**src/rtl/bnn_weight_loader.sv**
```systemverilog
// Weight loader: fetches NUM_WORDS ROM words for one layer's binary kernel and
// commits them atomically to weight_o, with a registered per-channel slice.
module bnn_weight_loader #(
   parameter  int ADDR_WIDTH  = 8,
   parameter  int DATA_WIDTH  = 32,
   parameter  int NUM_WORDS   = 2,
   parameter  int KERNEL      = 7,
   parameter  int OUT_CH      = 8,
   localparam int WEIGHT_BITS = KERNEL * OUT_CH,
   localparam int CH_W        = (OUT_CH > 1) ? $clog2(OUT_CH) : 1
) (
   input  logic                   clk,
   input  logic                   rst,
   input  logic                   start,
   input  logic [ADDR_WIDTH-1:0]  base_addr,
   output logic                   rom_en,
   output logic [ADDR_WIDTH-1:0]  rom_addr,
   input  logic [DATA_WIDTH-1:0]  rom_data,
   output logic                   busy,
   output logic                   done,
   output logic                   weight_valid,
   output logic [WEIGHT_BITS-1:0] weight_o,
   input  logic [CH_W-1:0]        ch_sel,
   output logic [KERNEL-1:0]      ch_weight_o
);
   localparam int IDX_W    = (NUM_WORDS > 1) ? $clog2(NUM_WORDS) : 1;
   localparam int SET_BITS = NUM_WORDS * DATA_WIDTH;
   localparam logic [IDX_W-1:0] LAST = IDX_W'(NUM_WORDS - 1);

   typedef enum logic [1:0] {IDLE, FETCH, DRAIN} state_t;

   state_t               state;
   logic [IDX_W-1:0]     cnt;
   logic [IDX_W-1:0]     rd_idx;
   logic                 rd_vld;
   logic [SET_BITS-1:0]  shadow;
   logic [SET_BITS-1:0]  full_set;
   logic [KERNEL-1:0]    slice;

   // The last word is merged straight from the ROM bus so commit lands on its capture edge.
   always_comb begin
      full_set = shadow;
      full_set[(NUM_WORDS-1)*DATA_WIDTH +: DATA_WIDTH] = rom_data;
   end

   // Decoded channel mux; out-of-range selects fall through to zero.
   always_comb begin
      slice = '0;
      for (int c = 0; c < OUT_CH; c++)
         if (ch_sel == CH_W'(c)) slice = weight_o[c*KERNEL +: KERNEL];
   end

   always_ff @(posedge clk) begin
      if (rst) begin
         state        <= IDLE;
         cnt          <= '0;
         rd_idx       <= '0;
         rd_vld       <= 1'b0;
         shadow       <= '0;
         rom_en       <= 1'b0;
         rom_addr     <= '0;
         busy         <= 1'b0;
         done         <= 1'b0;
         weight_valid <= 1'b0;
         weight_o     <= '0;
         ch_weight_o  <= '0;
      end else begin
         done        <= 1'b0;
         ch_weight_o <= slice;
         // One-stage tag pipe matching the ROM's single-cycle read latency.
         rd_vld      <= rom_en;
         rd_idx      <= cnt;
         if (rd_vld) shadow[rd_idx*DATA_WIDTH +: DATA_WIDTH] <= rom_data;

         case (state)
            IDLE: if (start) begin
               rom_en   <= 1'b1;
               rom_addr <= base_addr;
               busy     <= 1'b1;
               cnt      <= '0;
               state    <= FETCH;
            end
            FETCH: if (cnt == LAST) begin
               rom_en <= 1'b0;
               state  <= DRAIN;
            end else begin
               rom_addr <= rom_addr + ADDR_WIDTH'(1);
               cnt      <= cnt + IDX_W'(1);
            end
            DRAIN: if (rd_vld && rd_idx == LAST) begin
               weight_o     <= WEIGHT_BITS'(full_set);
               weight_valid <= 1'b1;
               done         <= 1'b1;
               busy         <= 1'b0;
               state        <= IDLE;
            end
            default: state <= IDLE;
         endcase
      end
   end
endmodule

```
**config.mk**
```make
export PLATFORM = sky130hd
export DESIGN_NAME = bnn_weight_loader
export DESIGN_NICKNAME = d
export VERILOG_FILES = /design/src/rtl/bnn_weight_loader.sv
export SDC_FILE = /design/constraint.sdc
export NUM_CORES = 1
export LEC_CHECK = 0
export CAP_MARGIN = 20
export CORE_ASPECT_RATIO = 0.7
export CORE_MARGIN = 2
export CORE_UTILIZATION = 48
export DETAILED_ROUTE_END_ITERATION = 10
export HOLD_SLACK_MARGIN = 0.05
export PLACE_DENSITY = 0.89
export SYNTH_ARGS = -nofsm -noshare
export SYNTH_HDL_FRONTEND = slang
export SYNTH_SLANG_ARGS = --single-unit
export TNS_END_PERCENT = 50
```
**constraint.sdc**
```tcl
create_clock -name clk -period 1.9 [get_ports clk]
set_input_delay 0.38 -clock clk [delete_from_list [all_inputs] [get_ports clk]]
set_output_delay 0.38 -clock clk [all_outputs]
set_load 0.05 [all_outputs]
```
Word level (Yosys, flattened, before mapping) --
Index checks and enable logic that the tools add are counted.
Operators by class: add/sub/neg operators 3, eq/ne operators 13, shift-type cells 2, multiplexer cells 25, bitwise logic cells 1, reduce and logical (&&, ||, !) cells 12
Operator list (number):
- 64-bit bitwise mux | 1
- 32-bit by 34-bit variable shift with 64-bit output, first input constant | 1
- 32-bit by 34-bit indexed part select with 64-bit output | 1
- 7-bit 2-to-1 mux | 8
- 6-bit negator with 34-bit output | 1
- 8-bit 2-to-1 mux | 2
- 8-bit one-hot mux with 2 select lines | 1
- 3-bit equality test, second input constant | 4
- 3-bit AND reduction | 4
- 8-bit by 1-bit adder with 8-bit output, second input constant | 1
- 2-bit inequality test, second input constant | 4
- 3-bit by 2-bit equality test with 1-bit output, second input constant | 2
- 1-bit 2-to-1 mux | 6
- 2-bit 2-to-1 mux | 3
- 1-bit one-hot mux with 2 select lines | 3
- 2-bit one-hot mux with 3 select lines | 1
- 2-bit AND reduction | 2
- 2-bit nonzero test | 2
- 3-bit by 1-bit equality test with 1-bit output, second input constant | 1
- 3-bit zero test | 1
- 2-bit by 1-bit equality test with 1-bit output, second input constant | 1
- 2-bit equality test, second input constant | 1
- 2-bit zero test | 1
- 2-bit OR reduction | 1
- 3 further kinds | 3
Storage, ports and cells: flip-flop bits (word level) 144, bits of input ports 46, output and inout bits 75, logic and storage cells 68

Depth between registers and ports, before layout --
word-level depth 9, gate-level depth with buffers 6, gate-level depth less buffers 5

Least setup slack after synthesis --
No wires, ideal clock.
path kind register -> register, from register rom_addr[0], to register rom_addr[6], setup time 0.070 ns, arrival 1.548 ns, required time 1.830 ns, slack 0.282 ns, cell stages (with the launch flop) 6, buffers on the path 0, clock period less this slack 1.618 ns, cell sequence dfxtp_1 -> ha_1 -> and3_1 -> nand3_1 -> o31ai_1 -> o2bb2ai_1
On the way: longest elaborated chain between the ends 3
RTL lines:
- start, declared | line 17 | output logic [ADDR_WIDTH-1:0] rom_addr,
- start signal, assigned | line 78 | rom_addr <= base_addr;
- start signal, assigned | line 87 | rom_addr <= rom_addr + ADDR_WIDTH'(1);
- 8-bit by 1-bit adder with 8-bit output | line 87
- 8-bit 2-to-1 mux | line 83 | FETCH: if (cnt == LAST) begin
- 8-bit one-hot mux with 2 select lines | line 75 | case (state)
Every way passes these cells. The select of a mux whose other input is x is not followed. A chain may end at the register's enable or synchronous reset.

Final worst setup path --
from register ch_weight_o[2], to output ch_weight_o[2]
RTL lines:
- start, declared | line 24 | output logic [KERNEL-1:0] ch_weight_o
- start signal, assigned | line 69 | ch_weight_o <= slice;
No word-level cell between the ends.

==> flow_summary.toml <==
[synthesis]
syn_nets = 607
synth-xor-area-share_pct = 0
ys_ff_latch = 112
synth_flop_cell = "dfxtp_1"
avgSynthCellArea_um2 = 7.970
async_flop_share_pct = 0
synth_edf_count = 0
synth_top_family_by_area = "simple AND/OR/NAND/NOR gates"
synth_fa_ha_area_share_pct = 0.2803
syn_inst = 560
ys_seq_area_share_pct = 50.24
synth-simple-area-share_pct = 22.82
synth-compound-area-share_pct = 18.73
yosysUniqueCellTypes = 37
synth.mux.area_fraction_pct = 3.252
yosys_warnings = 0
syn_area_um2 = 4463

[worst_setup_path]
cp_slowest_stage_delay_ns = 0.80
crit_path_start_kind = "register"
crit_family = "buffers and inverters"
cpMaxStageDelayCell = "clkdlybuf4s50_1"
cp-end-kind = "primary output"
required_ns = 1.52
path_class = "register to primary output"
cp_cell_sequence = "clkdlybuf4s50_1"
cp.buffers_inverters = 1
cp_max_fo = 1
cp.arrival_ns = 1.50

[global_routing]
grt_pass1_wl_mm = 21.06
grt_usage_pct = 26.66
grt_max_degree = 59
grt_overflow_total = 0
grt_antenna_before_repair = 0
grt_pass1_vias = 4038

[sta]
tns_ns = 0
layout_setup_ws_ns = 0.02322
setup_violations = 0
tightest_slew_ns = 0.6487
rsz0062_at_grt = "no"
hold_viol = 0
finalCriticalPeriod_ns = 1.877
fmax_mhz = 532.8
whs_ns = 0.4552
relSlewSlack_pct = 56.75
skew_ns = 0.007769
finalMaxSlewViolations = 0
period_share_pct = 98.78

[power_and_ir_drop]
power_leakage_nw = 2.267
power_density_nw_per_um2 = 834.0
peakVddDrop_uv = 525.3

[run]
max_cap_viol_count = 0

[drt]
viasPerCell = 5.639
vias = 4500
routed_wl_mm = 13.54
drt_iter0_drc = 603
final_antenna_net_count = 0
wl_per_cell_um = 16.96
drt_first_pass_iters = 6
route.detailed.drc = 0

[cells_and_area]
area_growth_pct = 33.19
diodes = 0
final_common_cell = "nand2_1"
final_core_util_pct = 65.79
fin_nets = 716
mostFrequentLayoutCells = "nand2_1, dfxtp_1, a21oi_1, buf_4, clkdlybuf4s50_1"
drive_gt1_share_pct = 17.66

[worst_hold_path]
hold_class = "register to register"

[clocking]
cts_sinks = 112
cts_tree = "yes"
cts_max_level = 3
clock_path_buffers = 2
insertion_delay_ns = 0.35
cts_hold_buf = 0
postCtsSetupBuffers = 0
cts_made_buffers = 9
root_buffer = "clkbuf_16"
clk_pin_slew_ns = 0.07

[die]
core_um2 = 9035
dieWidth_um = 119.3
die-area_um2 = 10100
start_util_pct = 49.40
die_height_um = 84.68
io_pins = 121
num_rows = 29

[placement]
routabilityCongestion = 0.8918
dp_slack_ns = -0.1844
io_buffers = 120
hpwl_mm = 9.713

[status]
status = "finished clean"
## per-layer routing
metal / GRT usage, % / wire [um] / vias to the layer above
li1: - / - / 2096
met1: 36.34 / 5514 / 2125
met2: 41.69 / 6286 / 259
met3: 8.288 / 1563 / 20
met4: 6.169 / 171 / 0
met5: 0 / 0 / -
## cell usage after synthesis, types with 2 or more instances
cell type	instances	area (um2)
o221a_2	6	67.56
and2_1	2	12.51
a32o_1	2	20.02
dfxtp_1	112	2242
nand2b_1	8	50.05
a21oi_1	101	505.5
and2b_1	2	15.01
nand2_1	191	716.9
buf_4	7	52.55
nand3_1	4	20.02
clkbuf_1	22	82.58
o21ai_0	15	75.07
nor2_1	29	108.9
a22oi_1	7	52.55
a22o_1	2	17.52
nor3_1	2	10.01
o21ai_1	2	10.01
mux4_2	6	135.1
nor2b_1	5	31.28
buf_2	11	55.05
a31oi_1	6	37.54
a311oi_1	2	17.52
and3_1	2	12.51
## flip-flops by register name, indices dropped and copies added (netlist names)
name and flops:
rom_addr 8, shadow 32, ch_weight_o 7, rd_vld 1, weight_o 56, busy 1
state 2, cnt 1, weight_valid 1, done 1, rom_en 1, rd_idx 1
## what timing repair did
item / CTS / global route
endpoints found under the setup margin: 1 / 3
cloned: 0 / 0
endpoints found under the hold margin: 0 / 0
gates resized for setup: 1 / 3
## cells by family (layout without fill, tap and decap cells)
group,Yosys count,after routing
and+or+nand+nor,250,250
AOI/OAI and AO/OA,147,147
DFF,112,112
buffers and inverters,43,157
muxes,7,7
adders and majority gates,1,1
## metrics by stage
step           instances  total power (W)  instance area, um2
2_1_floorplan        560         0.002866                4463
3_3_place_gp         782         0.003098                5639
3_5_place_dp         782         0.003116                5639
4_1_cts              798         0.004981                5937
5_1_grt              798         0.005138                5944
6_report             798         0.004957                5944
## path summary, 6_finish.rpt
| kind | from | end | slack (ns) | cells past startpoint |
|---|---|---|---|---|
| min | shadow[8]$_SDFFE_PP0P_ | weight_o[8]$_SDFFE_PP0P_ | 0.46 | 2 |
| min reg2reg | shadow[8]$_SDFFE_PP0P_ | weight_o[8]$_SDFFE_PP0P_ | 0.46 | 2 |
| max reg2reg | state[1]$_SDFFE_PP0P_ | weight_o[31]$_SDFFE_PP0P_ | 0.16 | 5 |
| max | ch_weight_o[2]$_SDFF_PP0_ | ch_weight_o[2] | 0.02 | 1 |
## power by group
group / switching, W / internal (W)
Clock: 0.000859 / 0.00103
Combinational: 0.000347 / 0.000244
Sequential: 0.0000608 / 0.00242
Total: 0.00127 / 0.00369
## cell type report
type | instances | area [um2]
clock inverter | 6 | 70.07
clock buffer | 10 | 229.0
inverter | 2 | 7.507
multi-input combinational | 405 | 2016
tap | 124 | 155.1
sequential | 112 | 2242
timing repair buffer | 139 | 1225
fill | 754 | 3090
No activity file was read; power rests on OpenSTA's default activity.
==> RTL edit: new RTL, same settings <==
Remove the register `ch_weight_o`: a continuous assignment takes its place, so the output `ch_weight_o` follows one clock earlier.
--- a/src/rtl/bnn_weight_loader.sv
+++ b/src/rtl/bnn_weight_loader.sv
@@ -63,10 +63,8 @@
          done         <= 1'b0;
          weight_valid <= 1'b0;
          weight_o     <= '0;
-         ch_weight_o  <= '0;
       end else begin
          done        <= 1'b0;
-         ch_weight_o <= slice;
          // One-stage tag pipe matching the ROM's single-cycle read latency.
          rd_vld      <= rom_en;
          rd_idx      <= cnt;
@@ -98,5 +96,7 @@
          endcase
       end
    end
+
+   assign ch_weight_o = slice;
 endmodule
 
Check against the original RTL: not equivalent (a bounded check fails within 10 cycles, from zero or initial values and one cycle with rst high).
==> RTL edit against the unedited design <==
- the flow now finishes with violations (negative setup slack)
- cell area up 2.1%
- sequential cell count down 7
- first-iteration DRC count down 11%
- total power up 0.99%
- largest power group unchanged
- setup slack worse by 120 ps
- non-clock buffer count up 8
- maximum frequency down 6.2%
- synthesized area down 3.2%
- count of clock-buffer cells in the layout up 1
- routed wire length up 4.1%
- utilization up 4.9 points
==> RTL edit: results (changes against the unedited design) <==
worst hold path type=reg2reg; Critical Path Max Stage Delay=470 ps (-330 ps); register-to-register setup slack=~170 ps; PortBufs=120 (unchanged); Via Count=4,263 (-5.3%); largest net degree at the start of global routing=54 (-8.5%); FFs w/ async S/R, synth=0% (unchanged); H-tree Lvls=3 (unchanged); Post-layout nets=681 (-4.9%); Global Route Usage Sum=28.41% (+1.8 points); part of the Yosys area used for sequential elements=48.67% (-1.6 points); Mapped Avg Cell Area=8.403 sq um (+5.4%); Synth warnings=0 (unchanged); layout cells sized above 1=28.79% (+11 points); violated checks=negative setup slack; drt initial violations=539 (-11%); gpl congestion=0.8920 (about the same); leakage power=2.344 nW (+3.4%); number of global-route vias before repair=4,053 (+0.37%); wire length of the first global-routing pass=21.60 mm (+2.6%); placed insts=726 (-7.2%); crit path DAT=1620 ps (+120 ps); Max Buffers Root-to-Sink=2 (unchanged); clk_lat worst skew=360 ps; Largest regs=weight_o (56), shadow (32), rom_addr (8); CTS clk-pin slew, worst paths=70 ps (about the same); fill count=619 (-18%); root buf cell=clkbuf_16; Setup violations, final=7 (+7); final wirelength=14.09 mm (+4.1%); Final HPWL DP=9.399 mm (-3.2%); # diodes=0 (unchanged); Synth Net Count=561 (-7.6%); status=finished with violations; Hold Fails Final Rpt=0 (unchanged); synth top area cells=dfxtp_1 (49%), nand2_1 (16%), a21oi_1 (12%); Num CTS Buffers=9 (unchanged); Max transition margin=61.21% (+4.5 points); count of cell types in the netlist=35 (-5.4%); Peak VDD IR=0.0005633 V (+7.2%); drt first pass iters=5 (-1); antenna violations before repair=0 (unchanged); Routed WL per cell=18.57 microns (+9.5%); setup TNS=-615.1 ps (-615.1 ps); Setup Skew=12.56 ps (+4.794 ps); CP Max Fanout=2 (+1); PnR worst setup slack=-101.0 ps (-124.2 ps); synth cell count leaders=nand2_1 (183), dfxtp_1 (105), a21oi_1 (102); crit-path leading delay family=multiplexers; CP max stage cell=mux4_2
RTL edit: cells by family (layout without fill, tap and decap cells):
family / after synthesis / after routing / synth area share [%]
AO/OA/AOI/OAI: 121 / 121 / 14.72
adder cells (fa/ha/maj): 1 / 1 / 0.2896
buffers and inverters: 42 / 167 / 4.838
flip-flops: 105 / 105 / 48.67
multiplexers: 21 / 21 / 10.34
AND/OR/NAND/NOR: 224 / 224 / 21.15
RTL edit: report_power, final:
group          internal (W)  total (W)  switching (W)
clock               0.00132    0.00214       0.000817
combinational      0.000235   0.000541       0.000306
sequential          0.00226    0.00233      0.0000680
RTL edit: final timing paths:
kind	from	to	cells past startpoint
setup / recovery	weight_o[22]$_SDFFE_PP0P_	ch_weight_o[1]	3
hold reg to reg	shadow[7]$_SDFFE_PP0P_	weight_o[7]$_SDFFE_PP0P_	2
setup reg to reg	state[1]$_SDFFE_PP0P_	weight_o[4]$_SDFFE_PP0P_	5
hold / removal	shadow[7]$_SDFFE_PP0P_	weight_o[7]$_SDFFE_PP0P_	2
RTL edit: area by class of cell:
cell class / instances / area (sq um) / share of cell area, %
clock buffers: 11 / 242.7 / 4.001
clock inverters: 5 / 102.6 / 1.691
inverters: 4 / 15.01 / 0.2475
multi-input cells: 367 / 1991 / 32.81
flip-flops and latches: 105 / 2165 / 35.68
well taps: 120 / 150.1 / 2.475
repair buffers: 147 / 1401 / 23.10
RTL edit: worst register-to-register path: stages, from the launching register on:
cell and delay, ps:
dfxtp_1 470, and2b_1 230, and2b_2 370, buf_12 260, nand2_1 150, a21oi_1 160
RTL edit: timing repair:
item | 4_1_cts | 5_1_grt
setup buffers | 14 | 1
resized for setup | 86 | 6
hold buffers | 0 | 0
cloned | 2 | 0
endpoints found under the setup margin | 8 | 8
RTL edit: metrics by stage:
step | hold WS (ps) | power (W) | utilization [%] | area (sq um) | setup WS, ps
global placement | 434.4 | 0.002869 | 63.78 | 5474 | -559.0
detailed placement | 444.3 | 0.002888 | 63.78 | 5474 | -605.4
finish | 432.7 | 0.005006 | 70.69 | 6067 | -101.0
floorplan | 432.1 | 0.002662 | - | 4330 | -4.344
global route | 468.9 | 0.005149 | 70.69 | 6067 | -130.7
CTS | 435.7 | 0.005006 | 70.48 | 6050 | -102.0
RTL edit: layer usage:
metal  vias to the layer above  wire length [microns]  GRT usage (%)
li1                       1963                      -              -
met1                      2028                   5650          36.90
met5                         -                      0              0
met4                         0                    315          7.886
met2                       244                   6534          44.82
met3                        28                   1592          10.37
